<file path="src/rtl/sram_req_port_if.sv">
// sram_req_port_if: request/response channel between a client and the SRAM request port
interface sram_req_port_if #(
  parameter int DATA_W = 32,
  parameter int ADDR_W = 7
);
  logic              req_valid;
  logic              req_ready;
  logic              req_write;
  logic [ADDR_W-1:0] req_addr;
  logic [DATA_W-1:0] req_wdata;
  logic [DATA_W/8-1:0] req_wmask;
  logic              resp_valid;
  logic              resp_ready;
  logic [DATA_W-1:0] resp_rdata;
  logic              busy;
  modport master (
    output req_valid, req_write, req_addr, req_wdata, req_wmask, resp_ready,
    input  req_ready, resp_valid, resp_rdata, busy
  );
  modport slave (
    input  req_valid, req_write, req_addr, req_wdata, req_wmask, resp_ready,
    output req_ready, resp_valid, resp_rdata, busy
  );
endinterface

</file>
<file path="src/rtl/sram_req_port.sv">
// sram_req_port: single-port SRAM with valid/ready requests, byte masks, 3-deep response queue and zero-fill
module sram_req_port #(
  parameter int DATA_W         = 32,
  parameter int DEPTH          = 128,
  parameter int ADDR_W         = $clog2(DEPTH),
  parameter int CLEAR_ON_RESET = 1
) (
  input logic clock,
  input logic reset,
  sram_req_port_if.slave io
);
  localparam int NB = DATA_W / 8;
  typedef enum logic {INIT, RUN} state_t;
  state_t state, state_nxt;
  logic [DATA_W-1:0] mem [DEPTH];
  logic [DATA_W-1:0] rd_q;
  logic [DATA_W-1:0] q [3];
  logic [1:0] wr_ptr, rd_ptr, count;
  logic [ADDR_W:0] clr_cnt;
  logic inflight, rst_d, accept, push, pop;
  always_comb begin
    state_nxt     = (state == INIT && clr_cnt == (ADDR_W+1)'(DEPTH-1)) ? RUN : state;
    io.req_ready  = !reset && !rst_d && state == RUN && ({1'b0, count} + {2'b0, inflight}) < 3'd3;
    io.busy       = reset ? (CLEAR_ON_RESET != 0) : (state == INIT);
    io.resp_valid = !reset && count != 2'd0;
    io.resp_rdata = io.resp_valid ? q[rd_ptr] : '0;
    accept        = io.req_valid && io.req_ready;
    push          = inflight;
    pop           = io.resp_valid && io.resp_ready;
  end
  always_ff @(posedge clock) begin
    if (reset) begin
      state    <= CLEAR_ON_RESET != 0 ? INIT : RUN;
      clr_cnt  <= '0;
      count    <= '0;
      wr_ptr   <= '0;
      rd_ptr   <= '0;
      inflight <= 1'b0;
      rst_d    <= 1'b1;
    end else begin
      state    <= state_nxt;
      clr_cnt  <= state == INIT ? clr_cnt + 1'b1 : clr_cnt;
      inflight <= accept && !io.req_write;
      rst_d    <= 1'b0;
      count    <= count + {1'b0, push} - {1'b0, pop};
      if (push) begin
        q[wr_ptr] <= rd_q;
        wr_ptr    <= wr_ptr == 2'd2 ? 2'd0 : wr_ptr + 2'd1;
      end
      if (pop) rd_ptr <= rd_ptr == 2'd2 ? 2'd0 : rd_ptr + 2'd1;
    end
  end
  // Array has no reset so contents survive a reset when zero-fill is disabled
  always_ff @(posedge clock) begin
    if (!reset && state == INIT) mem[clr_cnt[ADDR_W-1:0]] <= '0;
    else if (accept && io.req_write)
      for (int b = 0; b < NB; b++)
        if (io.req_wmask[b]) mem[io.req_addr][8*b +: 8] <= io.req_wdata[8*b +: 8];
    if (accept && !io.req_write) rd_q <= mem[io.req_addr];
  end
endmodule

</file>
<file path="src/flat_wrapper.sv">
// flat-port wrapper written by rule: the top's interface ports become plain ports
module sram_req_port_flat 
#(
  parameter int DATA_W         = 32,
  parameter int DEPTH          = 128,
  parameter int ADDR_W         = $clog2(DEPTH),
  parameter int CLEAR_ON_RESET = 1
)
  (clock, reset, io_req_valid, io_req_write, io_req_addr, io_req_wdata, io_req_wmask, io_resp_ready, io_req_ready, io_resp_valid, io_resp_rdata, io_busy);
  sram_req_port_if #(.DATA_W(DATA_W), .ADDR_W(ADDR_W)) io_i ();
  input logic clock;
  input logic reset;
  input wire logic [$bits(io_i.req_valid)-1:0] io_req_valid;
  input wire logic [$bits(io_i.req_write)-1:0] io_req_write;
  input wire logic [$bits(io_i.req_addr)-1:0] io_req_addr;
  input wire logic [$bits(io_i.req_wdata)-1:0] io_req_wdata;
  input wire logic [$bits(io_i.req_wmask)-1:0] io_req_wmask;
  input wire logic [$bits(io_i.resp_ready)-1:0] io_resp_ready;
  output wire logic [$bits(io_i.req_ready)-1:0] io_req_ready;
  output wire logic [$bits(io_i.resp_valid)-1:0] io_resp_valid;
  output wire logic [$bits(io_i.resp_rdata)-1:0] io_resp_rdata;
  output wire logic [$bits(io_i.busy)-1:0] io_busy;
  assign io_i.req_valid = io_req_valid;
  assign io_i.req_write = io_req_write;
  assign io_i.req_addr = io_req_addr;
  assign io_i.req_wdata = io_req_wdata;
  assign io_i.req_wmask = io_req_wmask;
  assign io_i.resp_ready = io_resp_ready;
  assign io_req_ready = io_i.req_ready;
  assign io_resp_valid = io_i.resp_valid;
  assign io_resp_rdata = io_i.resp_rdata;
  assign io_busy = io_i.busy;
  sram_req_port #(.DATA_W(DATA_W), .DEPTH(DEPTH), .ADDR_W(ADDR_W), .CLEAR_ON_RESET(CLEAR_ON_RESET)) u_core (.clock(clock), .reset(reset), .io(io_i));
endmodule
</file>
<file path="config.mk">
export PLATFORM = sky130hd
export DESIGN_NAME = sram_req_port_flat
export DESIGN_NICKNAME = d
export VERILOG_FILES = /design/src/rtl/sram_req_port_if.sv /design/src/rtl/sram_req_port.sv /design/src/flat_wrapper.sv
export SDC_FILE = /design/constraint.sdc
export NUM_CORES = 2
export LEC_CHECK = 0
export BUFFER_PORTS_ARGS = -buffer_cell sky130_fd_sc_hd__clkbuf_2
export CORE_ASPECT_RATIO = 1.1
export CORE_MARGIN = 3
export CORE_UTILIZATION = 67
export CTS_CLUSTER_DIAMETER = 120
export DETAILED_ROUTE_END_ITERATION = 10
export GPL_ROUTABILITY_DRIVEN = 1
export GPL_TIMING_DRIVEN = 0
export PLACE_DENSITY_LB_ADDON = 0.2
export SLEW_MARGIN = 20
export SYNTH_ARGS = -nofsm -noshare
export SYNTH_HDL_FRONTEND = slang
export SYNTH_MEMORY_MAX_BITS = 65536
export SYNTH_SLANG_ARGS = --single-unit
</file>
<file path="constraint.sdc">
create_clock -name clock -period 12.3 [get_ports clock]
set_clock_uncertainty 0.15 [all_clocks]
set_input_delay 1.845 -clock clock [delete_from_list [all_inputs] [get_ports clock]]
set_output_delay 1.845 -clock clock [all_outputs]
set_load 0.1 [all_outputs]
</file>
==> out/qor.txt <==
Maximum VDD drop - 0.000149 V
Drt wl/cell - 45.0 um
CP startpoint kind - input pin
Synth top area share - 0.775
Longest Clk Path Bufs - 4
Initial core utilization - 0.676
Port-buffer cells - 77
Core area - 242000 sq um
Final setup viols - 0
CTS Buf Count - 391
Yosys top cell by area - edfxtp_1
DRT antenna net count - 0
Htree depth - 5
Drt drc - 0
FP Rows - 189
DRT Wirelength - 499 mm
I/O Pins - 83
DP HPWL - 310 mm
Die height - 524 um
Vias/cell - 7.66
Status - completed
Pleak - 65.2 nW
Max frequency - 0.134 GHz
Total die area - 250000 sq um
CTS Sinks - 4243
Pins Over Slew Limit - 0
Crit Path Class - in2reg
Commonest cells after routing, fill and taps aside - 4224 x edfxtp_1, 1344 x mux4_2, 596 x nor2_1
Pre-CTS setup slack - 4410 ps
Synthesis-to-layout area growth - 11.7%
Fin Setup TNS - 0 ps
HP Class - reg2reg
Clock latency on the worst-skew pair - 950 ps
Die Width - 477 um
WP data arrival - 7800 ps
TritonRoute pass-1 iters - 6
Number of global-route vias before repair - 83600
# nets final - 7509
Setup ws final - 4860 ps
Req. time, crit path - 12660 ps
Syn Inst Count - 6915
Register area share after synthesis - 0.777
Ys Warns - 0
Syn_area_per_cell - 23.7 sq um
Number of flops mapped to enable cells by yosys - 4224
Post-route minimum period - 7440 ps
Slew at the pin with the worst max-slew slack - 1460 ps
Post-synth top flop - edfxtp_1
# Post-CTS Setup Buffers - 0
FFs w/ async S/R, synth - 0
Initial antenna violation count - 87
RSZ-0062 raised after global routing - false
Critical path endpoint category - register
Synth area leaders - edfxtp_1 77%, mux4_2 18%, nor2_1 1.4%
Layout cells sized above 1 - 0.302
Mapped Area - 164000 sq um
CTS tree - yes
Peak fanout along the critical path - 10
Commonest non-fill, non-tap cell in the layout - edfxtp_1
GRT Resource Usage Total - 0.399
Fin. Hold Viols - 0
Vias - 85000
Number of max-cap violations - 0
Syn_nets - 6968
Final Wtd Congestion - 1.06
First-pass GRT wire length - 679 mm
Cts-stage hold buffer count - 0
PostCTS Resize Cnt - 0
Initial detailed-routing violation count - 15900
Clk pin slew, worst setup/hold paths - 70 ps
Synth cell types - 37
Seq cells post-synth - 4243
Slew HR - 0.0274
PD cells - 159 nW/um^2
Clock Root Buffer - clkbuf_16
Total gr overflow - 0
Period utilization - 0.605
Largest net degree at the start of global routing - 73
## cell type report
type,count,area [sq um]
diodes,85,213
plain buffers,396,1750
clock buffers,461,10300
clock inverters,236,2260
fillers,11700,59400
inverters,4,15.0
multi-input cells,2272,34900
flip-flops and latches,4243,127000
well taps,3247,4060
repair buffers,148,2060
## where the power goes
part / leakage [nW] / total (W) / internal [W] / switching (W)
combinational: 12.3 / 0.00108 / 0.000367 / 0.000713
clock: 6.15 / 0.0123 / 0.00678 / 0.00550
sequential: 46.8 / 0.0157 / 0.0157 / 0.00000861
## sequential cells by signal (all words and copies together), names as in the netlist, named ones only
name / cells
u_core.q: 96
u_core.rd_q: 32
u_core.rst_d: 1
u_core.inflight: 1
u_core.mem: 4096
u_core.count: 2
u_core.state: 1
u_core.wr_ptr: 2
u_core.clr_cnt: 8
u_core.rd_ptr: 2
## routing by layer
metal | wire length (um) | part of all wire | vias to the layer above | global-route usage
li1 | - | - | 30600 | -
met1 | 154000 | 0.31 | 43800 | 0.517
met2 | 231000 | 0.46 | 8849 | 0.601
met3 | 73600 | 0.15 | 1708 | 0.129
met4 | 39500 | 0.079 | 40 | 0.240
met5 | 328 | 0.00066 | - | 0
## cells by family (layout without fill, tap and decap cells)
group / after synthesis / count (layout) / synth area share
xor+xnor: 6 / 6 / 0.000321
compound gates: 47 / 47 / 0.00167
simple gates: 786 / 786 / 0.0198
other cells: 0 / 85 / 0
buf+inv: 400 / 1245 / 0.0103
mux: 1428 / 1428 / 0.190
fa+ha+maj: 5 / 5 / 0.000382
flops: 4243 / 4243 / 0.777
## cells in the mapped netlist, types with 3 or more instances
cell and number:
mux4_2 1344, and2_1 32, nand3_1 94, nand2_1 30, nor2b_1 4, nand2b_1 12
mux2i_1 44, buf_4 3, a21o_1 4, buf_2 132, or3_1 3, dfxtp_1 19
nand2_2 4, xor2_1 4, o21ai_0 3, mux2_2 39, a21oi_1 37, buf_1 49
nor2_1 596, clkbuf_1 211, edfxtp_1 4224, inv_1 4, ha_1 5
## per-stage QoR
step	area, sq um	util	hold WS, ps	instances	total power [W]
finish	183000	0.755	314	11100	0.0290
global placement	168000	0.694	298	10200	0.0170
CTS	183000	0.754	309	11000	0.0289
floorplan	164000	-	290	6915	0.0165
detailed placement	170000	0.702	309	10300	0.0170
global route	183000	0.755	337	11100	0.0294
## worst paths after layout
check                           cells after the start            endpoint      startpoint  slack [ps]
worst max-delay path                                9  u_core.mem[65][17]           reset        4860
worst min register to register                      0      u_core.q[2][4]  u_core.rd_q[4]         310
worst max register to register                      8  u_core.mem[65][17]    u_core.state        5480
worst min-delay path                                0      u_core.q[2][4]  u_core.rd_q[4]         310
## worst max-delay path: stages
cell and delay (ps):
clkbuf_2 90, clkbuf_1 320, or4b_1 750, a2111oi_4 650, buf_2 570, mux2i_2 780, clkbuf_2 790, nand3_1 730
nor2_1 1220
No activity file was read; power rests on OpenSTA's default activity.
